==> src/rtl/fixedpoint_accumulator_pkg.sv <==
// Shared types and constants for the fixed-point batch accumulator.
// Terms are signed Q6.9; the accumulator keeps the same 9 fraction bits.
package fixedpoint_accumulator_pkg;

  localparam int WIDTH_INPUT_DEFAULT = 16;
  localparam int WIDTH_ACC_DEFAULT   = 32;
  localparam int WIDTH_LEN_DEFAULT   = 8;
  localparam int FRAC_BITS           = 9;

  localparam logic [15:0] ONE = 16'h0200;

  typedef enum logic [1:0] {
    IDLE,
    ACCUM,
    DONE
  } state_t;

endpackage

==> src/rtl/fixedpoint_accumulator_if.sv <==
// Term-in / sum-out stream bundle; signal names are seen from the accumulator.
interface fixedpoint_accumulator_if
  import fixedpoint_accumulator_pkg::*;
#(
  parameter int WIDTH_INPUT = WIDTH_INPUT_DEFAULT,
  parameter int WIDTH_ACC   = WIDTH_ACC_DEFAULT,
  parameter int WIDTH_LEN   = WIDTH_LEN_DEFAULT
);

  logic [WIDTH_LEN-1:0]          len_i;
  logic                          in_valid_i;
  logic                          in_ready_o;
  logic signed [WIDTH_INPUT-1:0] in_data_i;
  logic                          out_valid_o;
  logic                          out_ready_i;
  logic signed [WIDTH_ACC-1:0]   out_data_o;
  logic                          out_ovf_o;

  modport master (
    output len_i, in_valid_i, in_data_i, out_ready_i,
    input  in_ready_o, out_valid_o, out_data_o, out_ovf_o
  );

  modport slave (
    input  len_i, in_valid_i, in_data_i, out_ready_i,
    output in_ready_o, out_valid_o, out_data_o, out_ovf_o
  );

endinterface

==> src/rtl/fixedpoint_adder.sv <==
// Combinational two's-complement adder; the result wraps to WIDTH_OUTPUT bits.
module fixedpoint_adder #(
  parameter int WIDTH_INPUT  = 32,
  parameter int WIDTH_OUTPUT = 32
) (
  input  logic signed [WIDTH_INPUT-1:0]  a_i,
  input  logic signed [WIDTH_INPUT-1:0]  b_i,
  output logic signed [WIDTH_OUTPUT-1:0] sum_o
);

  logic signed [WIDTH_INPUT:0] full_sum;

  assign full_sum = {a_i[WIDTH_INPUT-1], a_i} + {b_i[WIDTH_INPUT-1], b_i};
  assign sum_o    = WIDTH_OUTPUT'(full_sum);

endmodule

==> src/rtl/fixedpoint_accumulator.sv <==
// Sums a batch of len_i+1 signed Q6.9 terms into a wrapping accumulator and
// presents the total with a sticky signed-overflow flag on a valid/ready port.
module fixedpoint_accumulator
  import fixedpoint_accumulator_pkg::*;
#(
  parameter int WIDTH_INPUT = WIDTH_INPUT_DEFAULT,
  parameter int WIDTH_ACC   = WIDTH_ACC_DEFAULT,
  parameter int WIDTH_LEN   = WIDTH_LEN_DEFAULT
) (
  input logic                     clk_i,
  input logic                     rst_i,
  input logic                     clr_i,
  fixedpoint_accumulator_if.slave bus
);

  state_t                      state_q, state_d;
  logic signed [WIDTH_ACC-1:0] acc_q, acc_d;
  logic [WIDTH_LEN-1:0]        cnt_q, cnt_d;
  logic                        ovf_q, ovf_d;

  logic                        beat;
  logic signed [WIDTH_ACC-1:0] term_ext;
  logic signed [WIDTH_ACC-1:0] sum;
  logic                        add_ovf;

  function automatic logic signed [WIDTH_ACC-1:0] sext_term(
    input logic signed [WIDTH_INPUT-1:0] t
  );
    return WIDTH_ACC'(t);
  endfunction

  assign term_ext = sext_term(bus.in_data_i);

  fixedpoint_adder #(
    .WIDTH_INPUT  (WIDTH_ACC),
    .WIDTH_OUTPUT (WIDTH_ACC)
  ) u_adder (
    .a_i   (acc_q),
    .b_i   (term_ext),
    .sum_o (sum)
  );

  // Same-sign operands producing an opposite-sign result is a signed wrap.
  assign add_ovf = (acc_q[WIDTH_ACC-1] == term_ext[WIDTH_ACC-1]) &&
                   (sum[WIDTH_ACC-1] != acc_q[WIDTH_ACC-1]);

  assign bus.in_ready_o  = (state_q != DONE) && !clr_i;
  assign bus.out_valid_o = (state_q == DONE);
  assign bus.out_data_o  = acc_q;
  assign bus.out_ovf_o   = ovf_q;
  assign beat            = bus.in_valid_i && bus.in_ready_o;

  always_comb begin
    state_d = state_q;
    acc_d   = acc_q;
    cnt_d   = cnt_q;
    ovf_d   = ovf_q;
    if (clr_i) begin
      state_d = IDLE;
      acc_d   = '0;
      cnt_d   = '0;
      ovf_d   = 1'b0;
    end else begin
      unique case (state_q)
        IDLE: begin
          if (beat) begin
            acc_d   = term_ext;
            ovf_d   = 1'b0;
            cnt_d   = bus.len_i;
            state_d = (bus.len_i == '0) ? DONE : ACCUM;
          end
        end
        ACCUM: begin
          if (beat) begin
            acc_d = sum;
            ovf_d = ovf_q | add_ovf;
            cnt_d = cnt_q - WIDTH_LEN'(1);
            if (cnt_q == WIDTH_LEN'(1)) state_d = DONE;
          end
        end
        DONE: begin
          if (bus.out_ready_i) state_d = IDLE;
        end
        default: state_d = IDLE;
      endcase
    end
  end

  always_ff @(posedge clk_i) begin
    if (rst_i) begin
      state_q <= IDLE;
      acc_q   <= '0;
      cnt_q   <= '0;
      ovf_q   <= 1'b0;
    end else begin
      state_q <= state_d;
      acc_q   <= acc_d;
      cnt_q   <= cnt_d;
      ovf_q   <= ovf_d;
    end
  end

endmodule
==> src/flat_wrapper.sv <==
// flat-port wrapper written by rule: the top's interface ports become plain ports
module fixedpoint_accumulator_flat import fixedpoint_accumulator_pkg::*;
#(
  parameter int WIDTH_INPUT = WIDTH_INPUT_DEFAULT,
  parameter int WIDTH_ACC   = WIDTH_ACC_DEFAULT,
  parameter int WIDTH_LEN   = WIDTH_LEN_DEFAULT
)
  (clk_i, rst_i, clr_i, bus_len_i, bus_in_valid_i, bus_in_data_i, bus_out_ready_i, bus_in_ready_o, bus_out_valid_o, bus_out_data_o, bus_out_ovf_o);
  fixedpoint_accumulator_if #(.WIDTH_INPUT(WIDTH_INPUT), .WIDTH_ACC(WIDTH_ACC), .WIDTH_LEN(WIDTH_LEN)) bus_i ();
  input logic clk_i;
  input logic rst_i;
  input logic clr_i;
  input wire logic [$bits(bus_i.len_i)-1:0] bus_len_i;
  input wire logic [$bits(bus_i.in_valid_i)-1:0] bus_in_valid_i;
  input wire logic [$bits(bus_i.in_data_i)-1:0] bus_in_data_i;
  input wire logic [$bits(bus_i.out_ready_i)-1:0] bus_out_ready_i;
  output wire logic [$bits(bus_i.in_ready_o)-1:0] bus_in_ready_o;
  output wire logic [$bits(bus_i.out_valid_o)-1:0] bus_out_valid_o;
  output wire logic [$bits(bus_i.out_data_o)-1:0] bus_out_data_o;
  output wire logic [$bits(bus_i.out_ovf_o)-1:0] bus_out_ovf_o;
  assign bus_i.len_i = bus_len_i;
  assign bus_i.in_valid_i = bus_in_valid_i;
  assign bus_i.in_data_i = bus_in_data_i;
  assign bus_i.out_ready_i = bus_out_ready_i;
  assign bus_in_ready_o = bus_i.in_ready_o;
  assign bus_out_valid_o = bus_i.out_valid_o;
  assign bus_out_data_o = bus_i.out_data_o;
  assign bus_out_ovf_o = bus_i.out_ovf_o;
  fixedpoint_accumulator #(.WIDTH_INPUT(WIDTH_INPUT), .WIDTH_ACC(WIDTH_ACC), .WIDTH_LEN(WIDTH_LEN)) u_core (.clk_i(clk_i), .rst_i(rst_i), .clr_i(clr_i), .bus(bus_i));
endmodule
==> config.mk <==
export PLATFORM = sky130hd
export DESIGN_NAME = fixedpoint_accumulator_flat
export DESIGN_NICKNAME = d
export VERILOG_FILES = /design/src/rtl/fixedpoint_accumulator_pkg.sv /design/src/rtl/fixedpoint_accumulator_if.sv /design/src/rtl/fixedpoint_adder.sv /design/src/rtl/fixedpoint_accumulator.sv /design/src/flat_wrapper.sv
export SDC_FILE = /design/constraint.sdc
export NUM_CORES = 1
export LEC_CHECK = 0
export ABC_CLOCK_PERIOD_IN_PS = 4300
export BUFFER_PORTS_ARGS = -buffer_cell sky130_fd_sc_hd__clkbuf_2
export CAP_MARGIN = 15
export CORE_AREA = 2 2 122 101
export DETAILED_ROUTE_END_ITERATION = 12
export DIE_AREA = 0 0 124 103
export PLACE_DENSITY_LB_ADDON = 0.12
export SLEW_MARGIN = 40
export SYNTH_ARGS = -nofsm -noshare
export SYNTH_HDL_FRONTEND = slang
export SYNTH_HIERARCHICAL = 1
export SYNTH_SLANG_ARGS = --single-unit
==> constraint.sdc <==
create_clock -name clk_i -period 4.3 [get_ports clk_i]
set_clock_uncertainty 0.05 [all_clocks]
set_input_delay 0.645 -clock clk_i [delete_from_list [all_inputs] [get_ports clk_i]]
set_output_delay 0.645 -clock clk_i [all_outputs]
set_load 0.05 [all_outputs]
==> impl_metrics.py, run 1 <==
metrics = {
    "sta": {
        "rsz0062_at_grt": "no",
        "max_freq_mhz": 305,
        "hold_ws_ps": 440,
        "drv_slew": 0,
        "hold_viol": 0,
        "relSlewSlack": 0.599,
        "tightest_slew_ps": 600,
        "setup_viol": 0,
        "period_minus_slack_ps": 3280,
        "final.setup.tns_ps": 0,
        "period_share": 0.763,
    },
    "clock_network": {
        "tritoncts": "done",
        "clock_sinks": 43,
        "post_cts_buffers": 0,
        "cts_resized": 0,
        "cts-htree-levels": 2,
        "numCtsBuffers": 5,
        "clk_path_buf_depth": 2,
        "hold_buffers": 0,
        "clk_pin_slew_ps": 70,
        "clkLatencyLatePin_ps": 290,
        "cts-root-buf": "clkbuf_16",
    },
    "global_route": {
        "grt_pass1_vias": 3732,
        "met2_usage": 0.273,
        "grt_first_pass_wirelength_mm": 19.1,
        "met3_usage": 0.0299,
        "grtUsageTotal": 0.188,
        "antenna_found_initial": 0,
        "grt_max_degree": 38,
        "grt-busiest-layer": "met1",
        "grt.overflow.total": 0,
        "grt_use_met1": 0.291,
    },
    "hold_path": {
        "min_path_type": "reg2reg",
    },
    "drt": {
        "initialDrtViolationCount": 205,
        "drtPass1Iterations": 5,
        "dr_total_vias": 4027,
        "route.detailed.drc": 0,
        "routedWlPerCell_um": 15.9,
        "vias_per_cell": 5.55,
        "drt-total-wl_mm": 11.5,
        "ant_nets": 0,
    },
    "yosys": {
        "synth_seq_cells": 43,
        "yosysWarnings": 6,
        "syn-num-nets": 590,
        "synth_cell_types": 72,
        "synth_area_leaders": "dfxtp_1 (22%), ha_1 (10%), nand2_1 (6.3%)",
        "postSynth.asyncResetShare": 0,
        "synthesis.area_um2": 3950,
        "synth-seq-area-share": 0.218,
        "synthFlopType": "dfxtp_1",
        "syn_area_per_cell_um2": 7.50,
        "synth_edf_count": 0,
        "yosysTopAreaCellShare": 0.218,
        "netlist_instances": 527,
        "synth.largest_area_cell": "dfxtp_1",
    },
    "floorplan": {
        "rows": 36,
        "dieHeight_um": 103,
        "pin_count": 64,
        "core_um2": 11700,
        "start_util": 0.337,
        "dieArea_um2": 12800,
        "die_w_um": 124,
    },
    "worst_setup_path": {
        "crit_required_ps": 4430,
        "cp-end-kind": "flop",
        "worstPathArrival_ps": 3410,
        "worstSetupPathType": "in2reg",
        "cp-start-kind": "input pin",
        "worstPathMaxFanout": 21,
    },
    "cells_and_area": {
        "nets": 636,
        "n_antenna_cell": 0,
        "synthToLayoutAreaGrowth_pct": 15.4,
        "finalNonFillerCells": 726,
        "postLayoutCoreUtil": 0.389,
        "layout-drive-gt1-share": 0.186,
    },
    "job": {
        "cap_viol_max_count": 0,
    },
    "placement": {
        "dp_hpwl_mm": 8.62,
        "gp_congestion": 0.854,
        "dp.cells": 718,
        "io_buffers": 63,
    },
    "pwr": {
        "p_leak_nw": 1.98,
        "powerDensity_nw_per_um2": 268,
        "ir_drop_mv": 0.135,
    },
    "outcome": {
        "status": "finished, final reports clean",
    },
}
worst max-delay path, stage by stage:
cell and delay (ps):
clkbuf_2 330, ha_1 570, and4_1 280, and3_1 210
nand4_1 170, o41ai_1 370, a21oi_1 100, xnor2_1 260
nand3b_1 140, a21oi_1 90, o221a_2 240
Yosys cell counts (7+ instances only):
| cell | count |
|---|---|
| a211oi_1 | 13 |
| a21o_1 | 7 |
| a21oi_1 | 49 |
| a21oi_2 | 12 |
| a311oi_1 | 17 |
| buf_2 | 13 |
| clkbuf_1 | 10 |
| dfxtp_1 | 43 |
| ha_1 | 33 |
| inv_1 | 13 |
| nand2_1 | 66 |
| nand3_1 | 12 |
| nor2_1 | 61 |
| o21ai_0 | 39 |
| xnor2_1 | 15 |
| xor2_1 | 11 |
metrics by stage:
step / worst slack (ps) / power (mW) / cell area, µm²
global route: 847 / 1.29 / 4560
detailed placement: 794 / 0.761 / 4380
finish: 1020 / 1.22 / 4560
floorplan: 1530 / 0.679 / 3950
CTS: 1100 / 1.24 / 4560
global placement: 870 / 0.756 / 4350
path summary, 6_finish.rpt:
path / from / endpoint / slack [ps] / depth (start not counted)
hold reg to reg: u_core/cnt_q[4] / u_core/cnt_q[4] / 440 / 2
setup reg to reg: u_core/bus.out_data_o[16] / u_core/bus.out_ovf_o / 1500 / 10
setup / recovery: bus_in_data_i[15] / u_core/bus.out_ovf_o / 1020 / 11
hold / removal: u_core/cnt_q[4] / u_core/cnt_q[4] / 440 / 2
cells in the final DEF (no fill, tap or decap), drive strengths merged, types with 5 or more instances in the layout:
master  count
a211oi     14
nand2      66
o21ai      41
or2         5
nand3      13
a21oi      61
xor2       11
nor2b       6
nor2       62
dfxtp      43
xnor2      15
nor3        5
a31oi       5
inv        13
clkbuf     69
and3        7
a311oi     18
a21o        8
ha         33
area by class of cell:
type                    instances  area, µm²
clock buffers                   6        139
well taps                     152        190
repair buffers                 67        360
flip-flops and latches         43        861
fillers                      1252       7150
clock inverters                 2       35.0
inverters                      13       48.8
multi-input cells             443       2920
logic make-up (layout without fill, tap and decap cells):
group                    Yosys count  count (layout)  synth area share
AND/OR/NAND/NOR                  194             194             0.237
AO/OA/AOI/OAI                    186             186             0.322
flip-flops                        43              43             0.218
buffers and inverters             41              88            0.0478
adder cells (fa/ha/maj)           34              34             0.110
XOR/XNOR                          26              26            0.0577
multiplexers                       3               3           0.00760
metal layers:
layer	routed length (µm)	part of all wire	vias to the layer above
li1	-	-	2044
met1	6050	0.52	1866
met2	4780	0.41	110
met3	625	0.054	7
met4	89	0.0077	0
met5	0	0	-
power breakdown:
part,switching [mW],internal [mW]
clock,0.178,0.290
combinational,0.215,0.117
sequential,0.0129,0.411
total,0.406,0.817
flip-flops by register name, summed over array words and instances, names as in the netlist:
signal / count
u_core/bus.out_data_o: 32
u_core/bus.out_ovf_o: 1
u_core/cnt_q: 8
u_core/state_q: 2
No activity file was read; power rests on OpenSTA's default activity.
==> run 2: changes to the inputs <==
--- a/config.mk
+++ b/config.mk
@@ -5,7 +5,7 @@
 export SDC_FILE = /design/constraint.sdc
 export NUM_CORES = 1
 export LEC_CHECK = 0
-export ABC_CLOCK_PERIOD_IN_PS = 4300
+export ABC_CLOCK_PERIOD_IN_PS = 2900
 export BUFFER_PORTS_ARGS = -buffer_cell sky130_fd_sc_hd__clkbuf_2
 export CAP_MARGIN = 15
 export CORE_AREA = 2 2 122 101
==> constraint.sdc (replaced) <==
create_clock -name clk_i -period 2.9 [get_ports clk_i]
set_clock_uncertainty 0.05 [all_clocks]
set_input_delay 0.435 -clock clk_i [delete_from_list [all_inputs] [get_ports clk_i]]
set_output_delay 0.435 -clock clk_i [all_outputs]
set_load 0.05 [all_outputs]
==> run 2 against run 1 <==
Die area unchanged. Global-route usage increased by 0.071 points. First-iteration DRC count grew 3.9%. Sequential power is 48% higher. Cell count is 6.6% higher. Combinational power grew 65%. Sequential share of layout area down 1.3 points. Worst hold slack worse by 180 ps. Clock-buffer cell count fell by 1. Non-clock buffer count grew 48. Routed wire length increased by 2.7%. Largest power group is now registers.
==> impl_metrics.py, run 2 (synthesis gave the netlist of run 1 again) <==
metrics = {
    "outcome": {
        "status": "finished, final reports clean",
    },
    "floorplan": {
        "die_w_um": 124,
        "start_util": 0.337,
        "dieArea_um2": 12800,
        "core_um2": 11700,
        "rows": 36,
        "dieHeight_um": 103,
        "pin_count": 64,
    },
    "sta": {
        "max_freq_mhz": 366,
        "period_minus_slack_ps": 2730,
        "drv_slew": 0,
        "relSlewSlack": 0.645,
        "hold_viol": 0,
        "tightest_slew_ps": 531,
        "period_share": 0.942,
        "setup_ws_ps": 168,
        "setup_viol": 0,
        "hold_ws_ps": 260,
        "rsz0062_at_grt": "no",
    },
    "cells_and_area": {
        "synthToLayoutAreaGrowth_pct": 23.6,
        "finalNonFillerCells": 774,
        "post-route-cell-area_um2": 4880,
        "largest_reg_flops": 32,
        "final_common_cell": "nand2_1",
        "layout-drive-gt1-share": 0.251,
        "mostFrequentLayoutCells": "nand2_1 (66), clkbuf_2 (63), nor2_1 (61)",
        "n_antenna_cell": 0,
        "postLayoutCoreUtil": 0.417,
        "fillerInstances": 1243,
        "nets": 684,
    },
    "placement": {
        "dpl_cell_area_um2": 4720,
        "dp.cells": 766,
        "dp_hpwl_mm": 9.21,
        "gp_congestion": 0.902,
        "place_ws_ps": -35.6,
        "io_buffers": 63,
    },
    "clock_network": {
        "cts-root-buf": "clkbuf_16",
        "hold_buffers": 0,
        "clock_sinks": 43,
        "tritoncts": "done",
        "clk_path_buf_depth": 2,
        "cts-htree-levels": 2,
        "numCtsBuffers": 5,
        "clk_pin_slew_ps": 70,
        "clkLatencyLatePin_ps": 300,
    },
    "worst_setup_path": {
        "worstPathMaxFanout": 5,
        "cp_num_buf_inv": 0,
        "crit_slowest_cell": "dfxtp_1",
        "cp-startpoint": "u_core/bus.out_data_o[1]",
        "cp-start-kind": "flop",
        "r2r_setup_slack_ps": 170,
        "reg2reg_from": "u_core/bus.out_data_o[1]",
        "cp_top_family": "compound AO/OA/AOI/OAI gates",
        "slowest_delay_ps": 400,
        "r2r_end": "u_core/bus.out_data_o[25]",
        "worstPathArrival_ps": 2870,
        "r2r_cells": 9,
        "path_cells": "ha_1 -> a21oi_1 -> o2111ai_2 -> nor2_2 -> nor4_2 -> or2_1 -> o311a_1 -> a21oi_2 -> nor2_1",
        "crit_required_ps": 3040,
        "worstSetupPathType": "reg2reg",
        "cp-end-kind": "flop",
    },
    "pwr": {
        "p_leak_nw": 2.19,
        "powerDensity_nw_per_um2": 361,
        "ir_drop_mv": 0.245,
    },
    "global_route": {
        "grt.overflow.total": 0,
        "grtUsageTotal": 0.189,
        "grt_first_pass_wirelength_mm": 19.2,
        "grt_pass1_vias": 3880,
        "antenna_found_initial": 0,
        "grt_max_degree": 42,
    },
    "drt": {
        "drtPass1Iterations": 5,
        "initialDrtViolationCount": 213,
        "route.detailed.drc": 0,
        "vias_per_cell": 5.39,
        "routedWlPerCell_um": 15.3,
        "ant_nets": 0,
        "dr_total_vias": 4169,
        "drt-total-wl_mm": 11.9,
    },
    "hold_path": {
        "hp-start": "bus_out_ready_i",
        "min_path_type": "in2reg",
        "worst_hold_path.num_cells": 2,
        "hold_end": "u_core/state_q[1]",
    },
    "job": {
        "cap_viol_max_count": 0,
    },
}
-- run 2: timing repair --
| item | CTS | global route |
|---|---|---|
| gates resized for setup | 0 | 3 |
| hold endpoints to repair | 0 | 0 |
| endpoints found under the setup margin | 0 | 2 |
| buffers inserted | 0 | 0 |
-- run 2: worst register-to-register path, stage by stage, from the launching register on --
cell	delay [ps]
dfxtp_1	400
ha_1	260
a21oi_1	290
o2111ai_2	260
nor2_2	360
nor4_2	130
or2_1	300
o311a_1	390
a21oi_2	130
nor2_1	50
-- run 2: area by class of cell --
type	count	area [µm²]	area share
multi-input combinational	443	2930	0.601
sequential	43	861	0.176
timing repair buffer	115	706	0.145
tap	152	190	0.0389
clock buffer	5	125	0.0256
inverter	13	48.8	0.00999
clock inverter	3	20.0	0.00410
-- run 2: through the flow --
step           setup TNS [ps]  total power [mW]
2_1_floorplan               0              1.01
3_3_place_gp                0              1.18
3_5_place_dp            -35.6              1.18
4_1_cts                     0              1.78
5_1_grt                     0              1.86
6_report                    0              1.76
-- run 2: routing by layer --
metal  part of all wire  wire (µm)  vias up  global-route usage
li1                   -          -     2133                   -
met2               0.43       5140       80               0.297
met5                  0          0        -                   0
met1               0.52       6120     1947               0.274
met3              0.040        478        9              0.0288
met4             0.0098        116        0              0.0398
-- run 2: worst max path at each step --
stage,endpoint,slack (ps),cells after the start
4_1_cts,u_core/bus.out_data_o[25],220,9
5_1_grt,u_core/bus.out_data_o[26],20,10
3_5_place_dp,u_core/bus.out_ovf_o,-40,11
6_report,u_core/bus.out_data_o[25],170,9
2_1_floorplan,u_core/bus.out_ovf_o,190,11
3_3_place_gp,u_core/bus.out_ovf_o,20,11
-- run 2: power breakdown --
group,switching (mW),leakage [nW],internal [mW]
Clock,0.267,0.0658,0.318
Combinational,0.331,1.78,0.216
Sequential,0.0191,0.350,0.610
